<file path="src/rtl/traffic_light_n_if.sv">
// traffic_light_n_if: request/flash inputs and lamp/status outputs of the N-direction controller
interface traffic_light_n_if #(
    parameter int N_DIR = 4,
    parameter int AW = N_DIR > 2 ? $clog2(N_DIR) : 1
);
    logic [N_DIR-1:0]   req;
    logic               flash;
    logic [2*N_DIR-1:0] lights;
    logic [AW-1:0]      active;
    logic [1:0]         state;
    modport master(output req, flash, input lights, active, state);
    modport slave(input req, flash, output lights, active, state);
endinterface

</file>
<file path="src/rtl/traffic_light_n.sv">
// traffic_light_n: round-robin N-direction traffic-light controller with optional request skipping and flash mode
module traffic_light_n #(
    parameter int N_DIR    = 4,
    parameter int GREEN_T  = 8,
    parameter int YELLOW_T = 3,
    parameter int ALLRED_T = 2,
    parameter int FLASH_T  = 4,
    parameter int CNT_W    = 8,
    parameter int SKIP_EN  = 0
) (
    input logic clk,
    input logic clear_n,
    traffic_light_n_if.slave bus
);
    localparam int AW   = N_DIR > 2 ? $clog2(N_DIR) : 1;
    localparam int GY   = GREEN_T > YELLOW_T ? GREEN_T : YELLOW_T;
    localparam int AF   = ALLRED_T > FLASH_T ? ALLRED_T : FLASH_T;
    localparam int MAXD = GY > AF ? GY : AF;
    if ((MAXD >> CNT_W) != 0) begin : g_cnt_too_narrow
        $error("CNT_W too small for the longest phase duration");
    end
    typedef enum logic [1:0] {ALLRED = 2'b00, GREEN = 2'b01, YELLOW = 2'b10, FLASH = 2'b11} state_t;
    localparam logic [2*N_DIR-1:0] ALL_YEL = {N_DIR{2'b01}};
    state_t             st;
    logic [CNT_W-1:0]   cnt;
    logic [AW-1:0]      act, nxt;
    logic [2*N_DIR-1:0] lamps;
    logic               on;
    function automatic logic [2*N_DIR-1:0] lamp(input logic [AW-1:0] i, input logic [1:0] c);
        return (2*N_DIR)'(c) << (2*i);
    endfunction
    // descending search so the nearest requesting index after act wins
    always_comb begin
        nxt = AW'((int'(act) + 1) % N_DIR);
        if (SKIP_EN != 0)
            for (int k = N_DIR; k >= 1; k--)
                if (bus.req[(int'(act) + k) % N_DIR]) nxt = AW'((int'(act) + k) % N_DIR);
    end
    always_ff @(posedge clk) begin
        if (!clear_n) begin
            st    <= ALLRED;
            cnt   <= CNT_W'(ALLRED_T - 1);
            act   <= AW'(N_DIR - 1);
            lamps <= '0;
            on    <= 1'b0;
        end else begin
            case (st)
                GREEN:
                    if (bus.flash || cnt == '0) begin
                        st    <= YELLOW;
                        cnt   <= CNT_W'(YELLOW_T - 1);
                        lamps <= lamp(act, 2'b01);
                    end else cnt <= cnt - CNT_W'(1);
                YELLOW:
                    if (cnt == '0) begin
                        st    <= ALLRED;
                        cnt   <= CNT_W'(ALLRED_T - 1);
                        lamps <= '0;
                    end else cnt <= cnt - CNT_W'(1);
                FLASH:
                    if (!bus.flash) begin
                        st    <= ALLRED;
                        cnt   <= CNT_W'(ALLRED_T - 1);
                        lamps <= '0;
                    end else if (cnt == '0) begin
                        on    <= !on;
                        cnt   <= CNT_W'(FLASH_T - 1);
                        lamps <= on ? '0 : ALL_YEL;
                    end else cnt <= cnt - CNT_W'(1);
                default:
                    if (cnt != '0) cnt <= cnt - CNT_W'(1);
                    else if (bus.flash) begin
                        st    <= FLASH;
                        cnt   <= CNT_W'(FLASH_T - 1);
                        on    <= 1'b1;
                        lamps <= ALL_YEL;
                    end else begin
                        st    <= GREEN;
                        act   <= nxt;
                        cnt   <= CNT_W'(GREEN_T - 1);
                        lamps <= lamp(nxt, 2'b10);
                    end
            endcase
        end
    end
    assign bus.lights = lamps;
    assign bus.active = act;
    assign bus.state  = st;
endmodule

</file>
<file path="src/flat_wrapper.sv">
// flat-port wrapper written by rule: the top's interface ports become plain ports
module traffic_light_n_flat 
#(
    parameter int N_DIR    = 4,
    parameter int GREEN_T  = 8,
    parameter int YELLOW_T = 3,
    parameter int ALLRED_T = 2,
    parameter int FLASH_T  = 4,
    parameter int CNT_W    = 8,
    parameter int SKIP_EN  = 0
)
  (clk, clear_n, bus_req, bus_flash, bus_lights, bus_active, bus_state);
  traffic_light_n_if #(.N_DIR(N_DIR)) bus_i ();
  input logic clk;
  input logic clear_n;
  input wire logic [$bits(bus_i.req)-1:0] bus_req;
  input wire logic [$bits(bus_i.flash)-1:0] bus_flash;
  output wire logic [$bits(bus_i.lights)-1:0] bus_lights;
  output wire logic [$bits(bus_i.active)-1:0] bus_active;
  output wire logic [$bits(bus_i.state)-1:0] bus_state;
  assign bus_i.req = bus_req;
  assign bus_i.flash = bus_flash;
  assign bus_lights = bus_i.lights;
  assign bus_active = bus_i.active;
  assign bus_state = bus_i.state;
  traffic_light_n #(.N_DIR(N_DIR), .GREEN_T(GREEN_T), .YELLOW_T(YELLOW_T), .ALLRED_T(ALLRED_T), .FLASH_T(FLASH_T), .CNT_W(CNT_W), .SKIP_EN(SKIP_EN)) u_core (.clk(clk), .clear_n(clear_n), .bus(bus_i));
endmodule
</file>
<file path="config.mk">
export PLATFORM = sky130hd
export DESIGN_NAME = traffic_light_n_flat
export DESIGN_NICKNAME = d
export VERILOG_FILES = /design/src/rtl/traffic_light_n_if.sv /design/src/rtl/traffic_light_n.sv /design/src/flat_wrapper.sv
export SDC_FILE = /design/constraint.sdc
export NUM_CORES = 1
export LEC_CHECK = 0
export CORE_UTILIZATION = 25
export DETAILED_ROUTE_END_ITERATION = 16
export DONT_BUFFER_PORTS = 1
export HOLD_SLACK_MARGIN = 0.02
export PLACE_DENSITY_LB_ADDON = 0.08
export SLEW_MARGIN = 20
export SYNTH_ARGS = -nofsm -noshare
export SYNTH_HDL_FRONTEND = slang
export SYNTH_SLANG_ARGS = --single-unit
</file>
<file path="constraint.sdc">
create_clock -name clk -period 2.39 [get_ports clk]
set_input_delay 0.5975 -clock clk [delete_from_list [all_inputs] [get_ports clk]]
set_output_delay 0.5975 -clock clk [all_outputs]
set_load 0.02 [all_outputs]
</file>
==> reports/qor.yml <==
status: "completed"
maxSlewViolCount: 0
cts_setup_buffers: 0
period_needed_ns: 2.16
fmax_ghz: 0.462
grt-ovfl-total: 0
grt_use_met3_pct: 3.90
cts_max_path_buffers: 2
die_area_um2: 4890
arrival_ns: 2.30
timing.setup.tns_ns: 0
p_leak_nw: 0.499
setup_violations: 0
seq_area_um2: 420
yosysWarnings: 0
first_pass_iters: 4
busiest_layer: "met2"
ys.flop_type: "dfxtp_1"
final_util_pct: 28.5
total_power_mw: 1.89
dieHeight_um: 69.9
initial_core_util_pct: 26.3
area_delta_synth_final_pct: 8.24
root_buffer: "clkbuf_8"
grt_pass1_wl_mm: 4.38
slew_headroom_pct: 67.3
period_share_pct: 90.5
holdPathEnd: "u_core.bus.active[0]$_SDFFE_PN1P_"
path_class: "reg2reg"
diodes: 0
synth.cell_area_um2: 1150
crit_path_max_incr_delay_ns: 0.56
avgRoutedWirePerCell_um: 14.0
holdPathStages: 1
clock_sinks: 21
final_area_um2: 1250
grt.total_usage_pct: 11.3
hold_violations: 0
dpl.cell_count: 178
h-tree-depth: 1
place.port_buffers: 0
synth-edff-count: 0
reg2reg_from: "u_core.bus.state[1]$_SDFFE_PN0P_"
final_nets: 149
clkLatencyLatePin_ns: 0.26
ir_drop_mv: 0.349
cp_cell_sequence: "inv_1 > ha_1 > nor2b_1 > or4_4 > a221oi_1 > nor3_1"
drive_above_1_share_pct: 7.69
async_flop_share_pct: 0
grt_util_met1_pct: 16.0
place_area_um2: 1200
syn_nets: 148
vias: 905
crit_fanout: 8
r2r-end: "u_core.bus.lights[2]$_SDFFE_PN0P_"
grt_max_degree: 14
yosys.cell_types.count: 35
hold_start: "clear_n"
routed_wl_mm: 2.55
rr_worst_depth: 6
vias_per_cell: 4.97
cts_resized: 0
fp.dieW_um: 69.9
antenna_found_initial: 0
timing.max_cap.violations: 0
antenna_left: 0
multiInputGateArea_um2: 676
rrSetupSlack_ns: 0.23
hp-class: "in2reg"
clkTransAtPathRegs_ns: 0.08
drc: 0
ys_seq_area_share_pct: 36.4
critical-path-slowest-cell: "or4_4"
drtIter0Drc: 61
io_pins: 19
dpl.hpwl_mm: 1.92
ys_ff_latch: 21
place.gp.congestion: 0.724
cts_tree: "done"
critPathCaptureType: "flip-flop"
start_kind: "flip-flop"
rows: 24
cts_inserted_buffers: 3
fill_cells: 480
grt_pass1_vias: 902
finClkSkew_ns: 0.00161
instances_no_fill: 182
cp.required_ns: 2.53
tightest_slew_ns: 0.478
core_area_um2: 4380
rsz0062_at_grt: "no"
use_met2_pct: 16.8
avgSynthCellArea_um2: 8.87
pwr_density_cell_nw_per_um2: 1510
holdBufCountCts: 0
synthCells: 130
==> flip-flops by register name (all words and copies together) (netlist names) <==
register,count
u_core.bus.active,2
u_core.on,1
u_core.bus.lights,8
u_core.bus.state,2
u_core.cnt,8
==> cells in the final DEF, fill, tap and decap left out, types with 2 or more instances in the layout <==
master,count
buf_4,2
xnor2_1,3
and2b_1,2
or4_1,2
a2111oi_0,2
o211ai_1,4
nor2b_1,4
inv_1,7
nand2_1,9
clkbuf_8,3
a21oi_1,7
nor4_2,2
nand3_1,7
ha_1,11
nor2_1,9
dfxtp_1,21
mux2i_1,3
nor3_1,9
xor2_1,3
nand4_1,2
a221oi_1,4
==> synth_stat cells, types with 2 or more instances <==
cell / count / area [µm²]
a2111oi_0: 2 / 17.5
a21oi_1: 7 / 35.0
a221oi_1: 4 / 35.0
and2b_1: 2 / 15.0
clkbuf_1: 4 / 15.0
dfxtp_1: 21 / 420
ha_1: 11 / 138
inv_1: 7 / 26.3
mux2i_1: 3 / 30.0
nand2_1: 9 / 33.8
nand3_1: 7 / 35.0
nand4_1: 2 / 12.5
nor2_1: 9 / 33.8
nor2b_1: 4 / 25.0
nor3_1: 9 / 45.0
nor4_2: 2 / 25.0
o211ai_1: 4 / 30.0
or4_1: 2 / 15.0
xnor2_1: 3 / 26.3
xor2_1: 3 / 26.3
==> layout make-up <==
| type | instances | share of cell area, % |
|---|---|---|
| clock inverters | 1 | 0.401 |
| well taps | 52 | 5.21 |
| multi-input cells | 96 | 54.1 |
| repair buffers | 2 | 1.20 |
| clock buffers | 3 | 3.31 |
| inverters | 7 | 2.10 |
| flip-flops and latches | 21 | 33.7 |
==> routing by layer <==
metal,up-vias,part of all wire (%)
met3,2,7.1
met1,415,51
met2,24,41
li1,464,-
met5,-,0
met4,0,0.51
==> worst max-delay path, delay by kind of cell, from the launching register on <==
family | cells | cell delay [ns]
buffers and inverters | 1 | 0.14
AOI/OAI and AO/OA | 1 | 0.34
DFF | 1 | 0.52
and+or+nand+nor | 3 | 0.81
adders and majority gates | 1 | 0.22
==> worst max-delay path by stage <==
stage / from / end / slack, ns / cells past startpoint
after floorplan: u_core.bus.state[1]$_SDFFE_PN0P_ / u_core.bus.lights[0]$_SDFFE_PN0P_ / 0.36 / 7
after global placement: u_core.bus.state[1]$_SDFFE_PN0P_ / u_core.bus.lights[2]$_SDFFE_PN0P_ / 0.23 / 6
after detailed placement: u_core.bus.state[1]$_SDFFE_PN0P_ / u_core.bus.lights[2]$_SDFFE_PN0P_ / 0.23 / 6
after CTS: u_core.bus.state[1]$_SDFFE_PN0P_ / u_core.bus.lights[2]$_SDFFE_PN0P_ / 0.23 / 6
after global routing: u_core.bus.state[1]$_SDFFE_PN0P_ / u_core.bus.lights[6]$_SDFFE_PN0P_ / 0.08 / 6
final: u_core.bus.state[1]$_SDFFE_PN0P_ / u_core.bus.lights[2]$_SDFFE_PN0P_ / 0.23 / 6
==> power by group <==
part,switching [mW],internal (mW)
Sequential,0.179,0.476
Combinational,0.574,0.422
Clock,0.122,0.116
==> logic make-up after synthesis <==
kind of cell / count (synthesis) / share of synthesized area [%]
compound gates: 23 / 14.1
flops: 21 / 36.4
simple gates: 53 / 25.4
fa+ha+maj: 11 / 11.9
mux: 3 / 2.60
xor+xnor: 6 / 4.56
buf+inv: 13 / 4.99
==> through the flow <==
step | setup slack, ns | hold WS (ns)
6_report | 0.226 | 0.395
5_1_grt | 0.0790 | 0.379
4_1_cts | 0.228 | 0.387
3_5_place_dp | 0.231 | 0.509
3_3_place_gp | 0.229 | 0.503
2_1_floorplan | 0.362 | 0.481
No activity file was read; power rests on OpenSTA's default activity.
